<file path="src/rtl/if_id_queue_if.sv">
// Fetch/decode handshake bundle for the IF->ID instruction queue.
// The queue itself takes the slave side; the surrounding pipeline takes master.
interface if_id_queue_if #(
  parameter int DEPTH = 2,
  parameter int XLEN  = 32
);
  localparam int CW = $clog2(DEPTH) + 1;

  logic            if_valid;
  logic [XLEN-1:0] if_instruction;
  logic [XLEN-1:0] if_pc;
  logic            if_halt;
  logic            if_ready;
  logic            flush;
  logic            id_valid;
  logic [XLEN-1:0] id_instruction;
  logic [XLEN-1:0] id_pc;
  logic            id_halt;
  logic            id_ready;
  logic [CW-1:0]   count;
  logic            halted;

  modport slave (
    input  if_valid, if_instruction, if_pc, if_halt, flush, id_ready,
    output if_ready, id_valid, id_instruction, id_pc, id_halt, count, halted
  );

  modport master (
    output if_valid, if_instruction, if_pc, if_halt, flush, id_ready,
    input  if_ready, id_valid, id_instruction, id_pc, id_halt, count, halted
  );
endinterface

</file>
<file path="src/rtl/if_id_queue.sv">
// IF->ID instruction queue: circular buffer of {instruction, pc, halt} with
// flush-on-redirect and halt gating of further fetches.
module if_id_queue #(
  parameter int DEPTH = 2,
  parameter int XLEN  = 32
) (
  input  logic          clk,
  input  logic          rst,
  if_id_queue_if.slave  bus
);
  localparam int AW = $clog2(DEPTH);
  localparam int CW = AW + 1;
  localparam logic [XLEN-1:0] NOP = XLEN'(32'h0000_0013);

  logic [XLEN-1:0]  instr_mem [DEPTH];
  logic [XLEN-1:0]  pc_mem    [DEPTH];
  logic [DEPTH-1:0] halt_mem;

  logic [AW-1:0] wr_ptr;
  logic [AW-1:0] rd_ptr;
  logic [CW-1:0] count_q;
  logic          halt_pending;
  logic          halted_q;

  logic full;
  logic empty;
  logic if_ready_w;
  logic id_valid_w;
  logic push;
  logic pop;

  assign full  = (count_q == CW'(DEPTH));
  assign empty = (count_q == '0);

  // Halted also gates fetch so nothing past a consumed halt is ever accepted.
  assign if_ready_w = !full && !halt_pending && !halted_q && !bus.flush;
  assign id_valid_w = !empty && !bus.flush;

  assign push = bus.if_valid && if_ready_w;
  assign pop  = id_valid_w && bus.id_ready;

  assign bus.if_ready       = if_ready_w;
  assign bus.id_valid       = id_valid_w;
  assign bus.id_instruction = id_valid_w ? instr_mem[rd_ptr] : NOP;
  assign bus.id_pc          = id_valid_w ? pc_mem[rd_ptr]    : '0;
  assign bus.id_halt        = id_valid_w ? halt_mem[rd_ptr]  : 1'b0;
  assign bus.count          = count_q;
  assign bus.halted         = halted_q;

  // Storage carries no reset; occupancy alone decides what is valid.
  always_ff @(posedge clk) begin
    if (push) begin
      instr_mem[wr_ptr] <= bus.if_instruction;
      pc_mem[wr_ptr]    <= bus.if_pc;
      halt_mem[wr_ptr]  <= bus.if_halt;
    end
  end

  always_ff @(posedge clk or negedge rst) begin
    if (!rst) begin
      wr_ptr       <= '0;
      rd_ptr       <= '0;
      count_q      <= '0;
      halt_pending <= 1'b0;
      halted_q     <= 1'b0;
    end else if (bus.flush) begin
      wr_ptr       <= '0;
      rd_ptr       <= '0;
      count_q      <= '0;
      halt_pending <= 1'b0;
    end else begin
      if (push) wr_ptr <= wr_ptr + 1'b1;
      if (pop)  rd_ptr <= rd_ptr + 1'b1;

      case ({push, pop})
        2'b10:   count_q <= count_q + 1'b1;
        2'b01:   count_q <= count_q - 1'b1;
        default: count_q <= count_q;
      endcase

      // A queued halt blocks pushes, so popping a halt never coincides with pushing one.
      if (pop && halt_mem[rd_ptr]) begin
        halted_q     <= 1'b1;
        halt_pending <= 1'b0;
      end else if (push && bus.if_halt) begin
        halt_pending <= 1'b1;
      end
    end
  end
endmodule

</file>
<file path="src/flat_wrapper.sv">
// flat-port wrapper written by rule: the top's interface ports become plain ports
module if_id_queue_flat 
#(
  parameter int DEPTH = 2,
  parameter int XLEN  = 32
)
  (clk, rst, bus_if_valid, bus_if_instruction, bus_if_pc, bus_if_halt, bus_flush, bus_id_ready, bus_if_ready, bus_id_valid, bus_id_instruction, bus_id_pc, bus_id_halt, bus_count, bus_halted);
  if_id_queue_if #(.DEPTH(DEPTH), .XLEN(XLEN)) bus_i ();
  input  logic clk;
  input  logic rst;
  input wire logic [$bits(bus_i.if_valid)-1:0] bus_if_valid;
  input wire logic [$bits(bus_i.if_instruction)-1:0] bus_if_instruction;
  input wire logic [$bits(bus_i.if_pc)-1:0] bus_if_pc;
  input wire logic [$bits(bus_i.if_halt)-1:0] bus_if_halt;
  input wire logic [$bits(bus_i.flush)-1:0] bus_flush;
  input wire logic [$bits(bus_i.id_ready)-1:0] bus_id_ready;
  output wire logic [$bits(bus_i.if_ready)-1:0] bus_if_ready;
  output wire logic [$bits(bus_i.id_valid)-1:0] bus_id_valid;
  output wire logic [$bits(bus_i.id_instruction)-1:0] bus_id_instruction;
  output wire logic [$bits(bus_i.id_pc)-1:0] bus_id_pc;
  output wire logic [$bits(bus_i.id_halt)-1:0] bus_id_halt;
  output wire logic [$bits(bus_i.count)-1:0] bus_count;
  output wire logic [$bits(bus_i.halted)-1:0] bus_halted;
  assign bus_i.if_valid = bus_if_valid;
  assign bus_i.if_instruction = bus_if_instruction;
  assign bus_i.if_pc = bus_if_pc;
  assign bus_i.if_halt = bus_if_halt;
  assign bus_i.flush = bus_flush;
  assign bus_i.id_ready = bus_id_ready;
  assign bus_if_ready = bus_i.if_ready;
  assign bus_id_valid = bus_i.id_valid;
  assign bus_id_instruction = bus_i.id_instruction;
  assign bus_id_pc = bus_i.id_pc;
  assign bus_id_halt = bus_i.id_halt;
  assign bus_count = bus_i.count;
  assign bus_halted = bus_i.halted;
  if_id_queue #(.DEPTH(DEPTH), .XLEN(XLEN)) u_core (.clk(clk), .rst(rst), .bus(bus_i));
endmodule
</file>
<file path="config.mk">
export PLATFORM = sky130hd
export DESIGN_NAME = if_id_queue_flat
export DESIGN_NICKNAME = d
export VERILOG_FILES = /design/src/rtl/if_id_queue_if.sv /design/src/rtl/if_id_queue.sv /design/src/flat_wrapper.sv
export SDC_FILE = /design/constraint.sdc
export NUM_CORES = 1
export LEC_CHECK = 0
export CAP_MARGIN = 10
export CORE_UTILIZATION = 52
export DETAILED_ROUTE_END_ITERATION = 12
export GPL_ROUTABILITY_DRIVEN = 0
export MAX_ROUTING_LAYER = met4
export PLACE_DENSITY_LB_ADDON = 0.05
export SETUP_SLACK_MARGIN = 0.4
export SLEW_MARGIN = 20
export SYNTH_ARGS = -nofsm -noshare
export SYNTH_HDL_FRONTEND = slang
export SYNTH_SLANG_ARGS = --single-unit
</file>
<file path="constraint.sdc">
create_clock -name clk -period 7.9 [get_ports clk]
set_clock_uncertainty 0.15 [all_clocks]
set_input_delay 1.975 -clock clk [delete_from_list [all_inputs] [get_ports clk]]
set_output_delay 1.975 -clock clk [all_outputs]
set_load 0.05 [all_outputs]
</file>
### After elaboration in Yosys (flattened, before gate mapping)

Memory sizes are Yosys's and may differ from the RTL's.
Cells that the tools add are included.

* input bits: 70
* logic and storage cells: 58
* memory bits (writable): 128
* register bits: 8
* memories: 2
* output and inout port bits: 70

* add/sub/neg operators: 4
* reduce and logical (&&, ||, !) cells: 20
* magnitude comparators: 3
* bitwise logic cells: 1
* equality and inequality tests: 3
* mux-type cells: 19

Memory list
* u_core.instr_mem: words 2, bits a word 32, rd ports 1, clocked after Yosys merged registers in 0, write ports 1, line if_id_queue.sv:15 `logic [XLEN-1:0] instr_mem [DEPTH];`
* u_core.pc_mem: words 2, bits a word 32, rd ports 1, clocked after Yosys merged registers in 0, write ports 1, line if_id_queue.sv:16 `logic [XLEN-1:0] pc_mem [DEPTH];`

Operator list (number)
* 2-to-1 mux 32 bit: 2
* 2-to-1 mux 1 bit: 13
* logical AND 1 bit: 9
* nonzero test 3 bit: 2
* logical NOT 1 bit: 5
* == test 2 bit, second input constant: 2
* less-than comparator 1 x 2 -> 1 bit, second input constant: 2
* one-hot mux 2 bit (2 select lines): 1
* nonzero test 2 bit: 2
* adder 1 bit, second input constant: 2
* adder 2 x 1 -> 2 bit, second input constant: 1
* bitwise mux 2 bit: 1
* == test 2 x 1 -> 1 bit, second input constant: 1
* logical NOT 2 bit: 1
* 2-to-1 mux 2 bit: 1
* AND reduction 2 bit: 1
* subtractor 2 x 1 -> 2 bit, second input constant: 1
* demux 1 bit (select 1 bit): 1
* greater-or-equal comparator 1 bit, second input constant: 1
* inverter 1 bit: 1

### Depth between registers and ports, before layout

Gate-level depths: netlist of run 1.

* depth after elaboration: 10
* depth in mapped cells: 6
* gate-level depth less buffers: 4

### Worst setup path after synthesis of run 1

Ideal clock, no wire load.

* path kind: input to register
* start point: in bus_flush
* end point: reg u_core.halt_mem[0], enable pin
* setup slack: 1.848 ns
* setup time: 0.488 ns
* path buffers: 1
* arrival time: 5.413 ns
* stages on the path: 4
* data required time: 7.262 ns
* path through: buf_6 -> nor4b_1 -> nand2_1 -> nor2_1

* cells in the longest elaborated chain, start to end: 3

Ends and longest elaborated chain
* from (decl): line flat_wrapper.sv:15 `input wire logic [$bits(bus_i.flush)-1:0] bus_flush;`
* logical NOT 1 bit: line if_id_queue.sv:36 `assign if_ready_w = !full && !halt_pending && !halted_q && !bus.flush;`
* logical AND 1 bit: line if_id_queue.sv:36
* logical AND 1 bit: line if_id_queue.sv:39 `assign push = bus.if_valid && if_ready_w;`
* to (signal, indexed assignment): line if_id_queue.sv:55 `halt_mem[wr_ptr] <= bus.if_halt;`
* to (decl): line if_id_queue.sv:17 `logic [DEPTH-1:0] halt_mem;`

Every way passes these cells.
A chain may end at the register's enable or synchronous reset.

### Final worst setup path of run 1

* start point: in bus_flush
* end point: out bus_id_pc[0]

* cells in the longest elaborated chain, start to end: 3

Ends and longest elaborated chain
* logical NOT 1 bit: line if_id_queue.sv:37 `assign id_valid_w = !empty && !bus.flush;`
* logical AND 1 bit: line if_id_queue.sv:37
* 2-to-1 mux 32 bit: line if_id_queue.sv:45 `assign bus.id_pc = id_valid_w ? pc_mem[rd_ptr] : '0;`
* to (decl): line flat_wrapper.sv:20 `output wire logic [$bits(bus_i.id_pc)-1:0] bus_id_pc;`

Every way passes these cells.

==> impl.org, run 1 <==
** Run status
- Result of the run :: complete, no violations

** Worst setup path
- Data on the critical path arrives at its endpoint at 4.52 ns.
- Beginning of the worst register-to-register path :: u_core.halt_pending
- Worst reg2reg endpoint :: u_core.instr_mem[0][22]
- In this run the worst setup path terminates at bus_id_pc[0].
- Critical path peak fanout :: 36
- Critical path start-end classification :: primary input to output pin
- Setup crit start :: bus_flush
- Type of element launching the critical path :: primary input
- CP Capture Type :: output pin
- Worst Reg-to-Reg Cells :: 4
- Worst reg2reg setup slack :: 4.74 ns
- Required time of the worst setup path :: 5.78 ns

** CTS
- Clock-pin slew was measured on the worst setup and hold paths at 0.06 ns.
- H-tree level count :: 4
- The number of hold buffers added after CTS was 0.
- CTS Buf Count :: 17
- Clk_lat worst skew :: 0.50 ns
- TritonCTS clock tree :: built
- The tree is rooted in a clkbuf_8.
- Number of setup buffers added after CTS :: 0
- No sink is reached through more buffers than the 2 on the longest clock path.
- For this design, the sink count on the clock tree is approximately 140.
- Once the clock tree was built, the resizer swapped 0 gates to a different size.

** GRT
- Total gr overflow :: 0
- Largest net degree at the start of global routing :: 67
- The first global-routing pass estimated approximately 15000 um of wire.
- Global routing consumed, over all layers together, between 20% and 30% of the routing resources.
- Antenna violations before repair :: 0
- The number of global-route vias before repair was 3009.

** STA
- Counting I/O delays and the setup requirement, the final critical path takes 6.65 ns.
- Setup violations remaining at the end of the flow were counted as 0.
- Of the available clock period, the critical path in the final layout requires 84.1%.
- At the pin with the least slew margin, the transition time is roughly 1 ns.
- Remaining max-slew budget at the tightest pin :: approximately a third
- Fin worst setup slack :: 1.25 ns
- Max-slew violation count :: 0
- Static timing analysis puts the maximum clock frequency at 150 MHz.
- Unrepaired setup endpoints after global routing :: false
- Setup TNS after final layout :: 0 ns
- Hold violation count in the final report :: 0

** Yosys
- Synth top area cells :: edfxtp_1 75%, mux2i_1 12%, nor2_1 4.7%, dfrtp_1 2.9%, buf_2 0.67%
- Proportion of synthesized chip area in sequential cells :: 77.5%
- Yosys warning count :: 0
- Summed instance area of the synthesized netlist :: 0.00523 mm^2
- The number of nets in the synthesized netlist is between 300 and 400.
- Synthesis handed over a netlist of 316 instances.
- Synth cell types :: 28
- The share of synthesized area in the top cell type comes to 74.6%.
- In this run, synthesis produced a sequential element count of 136.
- Post-Syn Area per Cell :: ~17 um^2
- Cell taking the most area after synthesis :: edfxtp_1

** Drt
- Via count :: 3063
- Wire length per cell after detailed routing :: 16.5 um
- After detailed routing, the number of vias per cell comes to 5.05.
- Iter 0 DRT Violations :: 114
- The detail route stage leaves a number of antenna-violating nets equal to 0.
- For this run, design rule violations remaining after detail routing come to 0.
- The first detailed-routing pass ran for 5 iterations.
- Routed WL :: 10000 um

** Floorplanning
- The floorplan step defined a core boundary enclosing ~0.0098 mm^2.
- During I/O placement, the number of pins put on the boundary was 140.
- The floorplan step defined a die boundary enclosing 0.0105 mm^2.
- After floorplanning, the core was divided into 36 placement rows.
- The floorplan step set the die height to 102 um.
- Initial Util :: a little over half
- DIE WIDTH :: 102 um

** Pwr
- The analysis attributes to cell leakage a power of 2.37 nW.
- The worst-case IR drop observed on VDD is 162 uV.
- PnR Total Power :: 0.00178 W
- For this design the ratio of total power to cell area is around 240 mW/mm^2.

** Placed design
- During placement, the flow inserted port buffers numbering between 100 and 150.
- After legalization and detailed placement, the total HPWL measured slightly above 6000 um.
- Setup Slack @ Placement :: about 1.2 ns

** Hold path
- Worst hold stages :: 1
- The path class of the tightest hold or removal check is flip-flop to flip-flop.

** Finish
- For this run, the share of the core covered by cells in the final layout is 75.1%.
- Post-synthesis to final-layout area growth :: 40.3%
- The post-route netlist has ~8% of its cells at a drive strength greater than 1.
- Final-layout fill cell count :: 619
- 0 antenna diodes ended up in the layout.
- Final #Nets :: 531

** Job
- The tool flagged a number of max-cap violations equal to 0.
report_power, final:
part | internal (W) | switching, W
Sequential | 0.000828 | 0.0000171
Combinational | 0.0000788 | 0.000108
Clock | 0.000474 | 0.000278
Total | 0.00138 | 0.000403
state kept, by name, indices dropped and copies added (netlist names):
name,count
u_core.wr_ptr,1
u_core.halt_pending,1
u_core.bus.count,2
u_core.pc_mem,64
u_core.instr_mem,64
u_core.rd_ptr,1
u_core.halt_mem,2
u_core.bus.halted,1
cell usage after synthesis:
master      n
mux2i_1    65
nor2b_1     1
nor3b_1     1
nand2_1     5
and2b_1     1
dfrtp_1     6
buf_2       7
edfxtp_1  130
and2_1      1
nor2_1     65
a31oi_1     3
nor4b_1     1
and3_1      1
o21ai_0     4
nor3_1      2
or2_2       1
inv_1       2
or4b_4      1
xor2_1      1
nand3_1     1
buf_6       1
nor4_1      2
nand2b_1    1
a21o_1      1
nand3b_1    1
a22oi_1     1
clkbuf_1    9
or4b_1      1
through the flow:
step | area, um^2 | hold WS [ns] | instances
global route | 7340 | 0.454 | 606
detailed placement | 6740 | 0.407 | 574
CTS | 7320 | 0.418 | 605
global placement | 6740 | 0.387 | 574
floorplan | 5230 | 0.315 | 316
finish | 7340 | 0.417 | 606
placed cells by master (no fill, tap or decap), types with 2 or more instances in the layout:
cell type / n
mux2i_1: 65
nor3_1: 2
clkinvlp_4: 5
o21ai_0: 4
nor2_1: 64
bufinv_16: 3
nor4_1: 2
edfxtp_1: 130
clkinv_2: 3
clkbuf_16: 16
inv_1: 2
clkinv_1: 2
dfrtp_1: 5
a31oi_1: 3
clkdlybuf4s50_1: 139
buf_4: 3
nand2_1: 5
area by class of cell:
type	instances	area [um^2]	area share, %
timing repair buffer	143	1430	19.5
sequential	136	4060	55.3
multi-input combinational	161	1100	15.0
clock inverter	14	159	2.17
tap	133	166	2.27
clock buffer	17	414	5.64
inverter	2	7.51	0.102
critical path, stage by stage:
cell	delay, ns
clkdlybuf4s50_1	0.67
or2_2	0.66
buf_4	0.40
nor2_1	0.09
clkdlybuf4s50_1	0.71
cells by family (layout without fill, tap and decap cells):
logic type / Yosys count / in the layout / synth area share (%)
multiplexers: 65 / 65 / 12.4
AO/OA/AOI/OAI: 9 / 9 / 1.03
flip-flops: 136 / 136 / 77.5
AND/OR/NAND/NOR: 86 / 86 / 7.20
buffers and inverters: 19 / 176 / 1.67
XOR/XNOR: 1 / 1 / 0.167
metal layers:
layer	vias up	track usage [%]	part of all wire, %
met1	1482	24.3	41
li1	1470	-	-
met3	7	5.20	5.6
met2	104	33.4	52
met5	-	-	0
met4	0	8.79	0.85
how the worst min path moves through the flow:
stage	endpoint	startpoint
3_3_place_gp	u_core.bus.halted	u_core.bus.halted
5_1_grt	u_core.bus.halted	u_core.bus.halted
6_report	u_core.wr_ptr	u_core.wr_ptr
4_1_cts	u_core.bus.halted	u_core.bus.halted
3_5_place_dp	u_core.bus.halted	u_core.bus.halted
2_1_floorplan	u_core.wr_ptr	u_core.wr_ptr
No activity file was read; power rests on OpenSTA's default activity.
==> inputs of run 2 (changes only) <==
Settings changed: CORE_UTILIZATION 52 to 43.
Clock period 7.9 ns to 6.1 ns, I/O delays scaled along.
==> run 2 against run 1 <==
Net effect:
- the flow now finishes with violations (design-rule violations)
- combinational power increased by 28%
- non-clock buffer count increased by 1
- via count decreased by 1.3%
- flip-flop and latch count unchanged
- power increased by 21%
- clock-buffer cell count increased by 4
- final cell count increased by 1.7%
- first-iteration DRC count increased by 52%
- critical path type unchanged
==> impl.org, run 2 (synthesized netlist as in run 1, its figures left out) <==
** Drt
- Using the TritonRoute via totals, the vias-per-cell ratio works out to 4.91.
- Via count :: 3022
- DRC violations left :: 9
- In the final routed layout, each cell accounts on average for 16.1 um.
- The first routing iteration left 173 violations.
- Summed over all layers, the routed wires come to 9900 um.
- Antenna-violating nets left :: 0
- Detailed-routing iteration count for the pre-antenna-repair pass :: 9

** CTS
- No sink is reached through more buffers than the 2 on the longest clock path.
- The root buffer cell chosen for the clock tree is clkbuf_16.
- Post-CTS Hold Fix Bufs :: 0
- TritonCTS clock tree :: built
- Clock-pin slew was measured on the worst setup and hold paths at 0.05 ns.
- CTS saw 136 sinks.
- Post-CTS timing repair inserted 0 buffers for setup.
- Clk_lat worst skew :: 0.40 ns
- The H-tree was split into 4 levels.
- Counting the buffers created by CTS gives 17.
- Post-CTS sizing :: 0

** Worst setup path
- The worst setup path is captured at an output pin.
- STA puts the critical path data required time at about 4.4 ns.
- Largest stage delay on the critical path :: 0.84 ns
- The critical path goes through clkdlybuf4s50_1 > or2_2 > buf_4 > nor2_1 > clkdlybuf4s50_1.
- Among the stages of the critical path, the cell type that occurs most often is clkdlybuf4s50_1.
- Library cell contributing the largest single delay on the critical path :: clkdlybuf4s50_1
- Worst Path Arrival :: 3.83 ns
- The critical path in this run is classified as primary input to output pin.
- Type of element launching the critical path :: primary input
- Broken down by cell family, the worst path's largest delay share belongs to buffers and inverters.
- In this run the worst path has a maximum fanout of 33.
- Across all register-to-register paths, the minimum setup slack is 3.42 ns.
- Buffer and inverter count on the worst path :: 3

** Hold path
- The tightest min-delay check is of the flip-flop to flip-flop type.

** Pwr
- For this design the ratio of total power to cell area is between 200 and 300 mW/mm^2.
- IR analysis of the VDD net gives a maximum drop of 164 uV.
- Static leakage :: 2.34 nW

** STA
- Setup violations remaining at the end of the flow were counted as 0.
- Remaining max-slew budget at the tightest pin :: 31.9%
- Subtracting the final worst setup slack from the clock period gives roughly 5.5 ns.
- Worst hold slack :: about 0.42 ns
- Derived from the worst setup path, the maximum achievable clock frequency is 182 MHz.
- Fin worst setup slack :: 0.593 ns
- The worst path uses around nine tenths of the clock period.
- Setup TNS after final layout :: 0 ns
- The final-report hold violation count is 0.
- Transition time at the pin with the least slew margin :: 1.02 ns
- The total count of max-transition violations in the final report is 0.
- Setup repair after global routing left no endpoint under its margin.

** Placed design
- Once detailed placement completed, the half-perimeter wirelength came to about 6300 um.
- Number of input and output port buffers inserted :: 139
- Once placement finished, the instance area stood at 0.00679 mm^2.
- Timing analysis after detailed placement gives a worst setup slack of 0.630 ns.

** GRT
- First-pass GRT wire length :: 15700 um
- Largest net degree at the start of global routing :: 58
- The total overflow left after global routing is 0.
- The number of global-route vias before repair came to 3175.
- Antenna violations before repair :: 0
- Total routing usage reported by global routing :: 17.3%

** Finish
- Area of all placed cells without fillers :: 0.00727 mm^2
- Commonest cells after routing, fill and taps aside :: 136 x clkdlybuf4s50_1, 130 x edfxtp_1, 65 x mux2i_1
- The repair_antennas step left the layout with diodes totalling 0.
- The layout has 905 filler cells.
- The library cell used most frequently in the layout, excluding fill and tap cells, is clkdlybuf4s50_1.
- Post-synthesis to final-layout area growth :: 38.9%
- Final #Nets :: 532
- Final core utilization :: 62.6%
- The largest registers in the layout are u_core.instr_mem: 64 flops, u_core.pc_mem: 64 flops.
- Share of post-route cells with drive strength above 1 :: under 10%

** Floorplanning
- After floorplanning, the core was divided into 39 placement rows.
- I/O pin total :: 140
- Initial Util :: between 40% and 50%
- The die covers 0.0126 mm^2.
- The die is 112 um tall.
- The total area inside the core boundary comes to approximately 0.012 mm^2.
- In this run the horizontal extent of the chip is around 110 um.

** Run status
- Result of the run :: finished, violations left
- The final reports fail on design-rule violations.

** Job
- Across the run, the number of max-cap violations was 0.
run 2: cell types whose count changed in the layout (fill, tap and decap cells not counted), moves of 3 or more:
cell | previous run | this run
clkinv_1 | 2 | 7
clkinvlp_4 | 5 | 0
clkbuf_1 | 0 | 4
buf_4 | 3 | 6
bufinv_16 | 3 | 0
clkdlybuf4s50_1 | 139 | 136
run 2: area by class of cell:
class	count	area, um^2	area share [%]
tap	143	179	2.46
clock inverter	9	36.3	0.499
clock buffer	21	440	6.06
timing repair buffer	144	1450	19.9
sequential	136	4060	55.8
multi-input combinational	161	1100	15.1
inverter	2	7.51	0.103
run 2: worst paths after layout:
check	startpoint	endpoint	cells past startpoint
setup / recovery	bus_flush	bus_id_instruction[15]	5
setup reg to reg	u_core.halt_pending	u_core.pc_mem[1][4]	3
hold / removal	u_core.bus.halted	u_core.bus.halted	1
max in group asynchronous	rst	u_core.rd_ptr	1
hold reg to reg	u_core.bus.halted	u_core.bus.halted	1
min in group asynchronous	rst	u_core.wr_ptr	1
run 2: where the power goes:
| part | switching, W | internal [W] |
|---|---|---|
| Clock | 0.000327 | 0.000501 |
| Combinational | 0.000135 | 0.000104 |
| Sequential | 0.0000262 | 0.00107 |
run 2: worst reg2reg max path, stage by stage (launching register included):
cell and delay (ns):
dfrtp_1 0.41, nor4b_1 0.61, and3_2 0.84, buf_12 0.32
run 2: metal layers:
metal	part of all wire [%]	wire [um]	global-route usage, %	vias up
li1	-	-	-	1472
met1	42	4200	19.7	1440
met2	50	4950	28.3	97
met3	6.2	609	5.45	13
met4	1.5	145	7.47	0
met5	0	0	-	-
run 2: per-stage QoR:
| stage | total power (W) | std cells |
|---|---|---|
| global placement | 0.00136 | 586 |
| detailed placement | 0.00136 | 586 |
| finish | 0.00217 | 616 |
| CTS | 0.00219 | 616 |
| global route | 0.00225 | 616 |
| floorplan | 0.00125 | 316 |
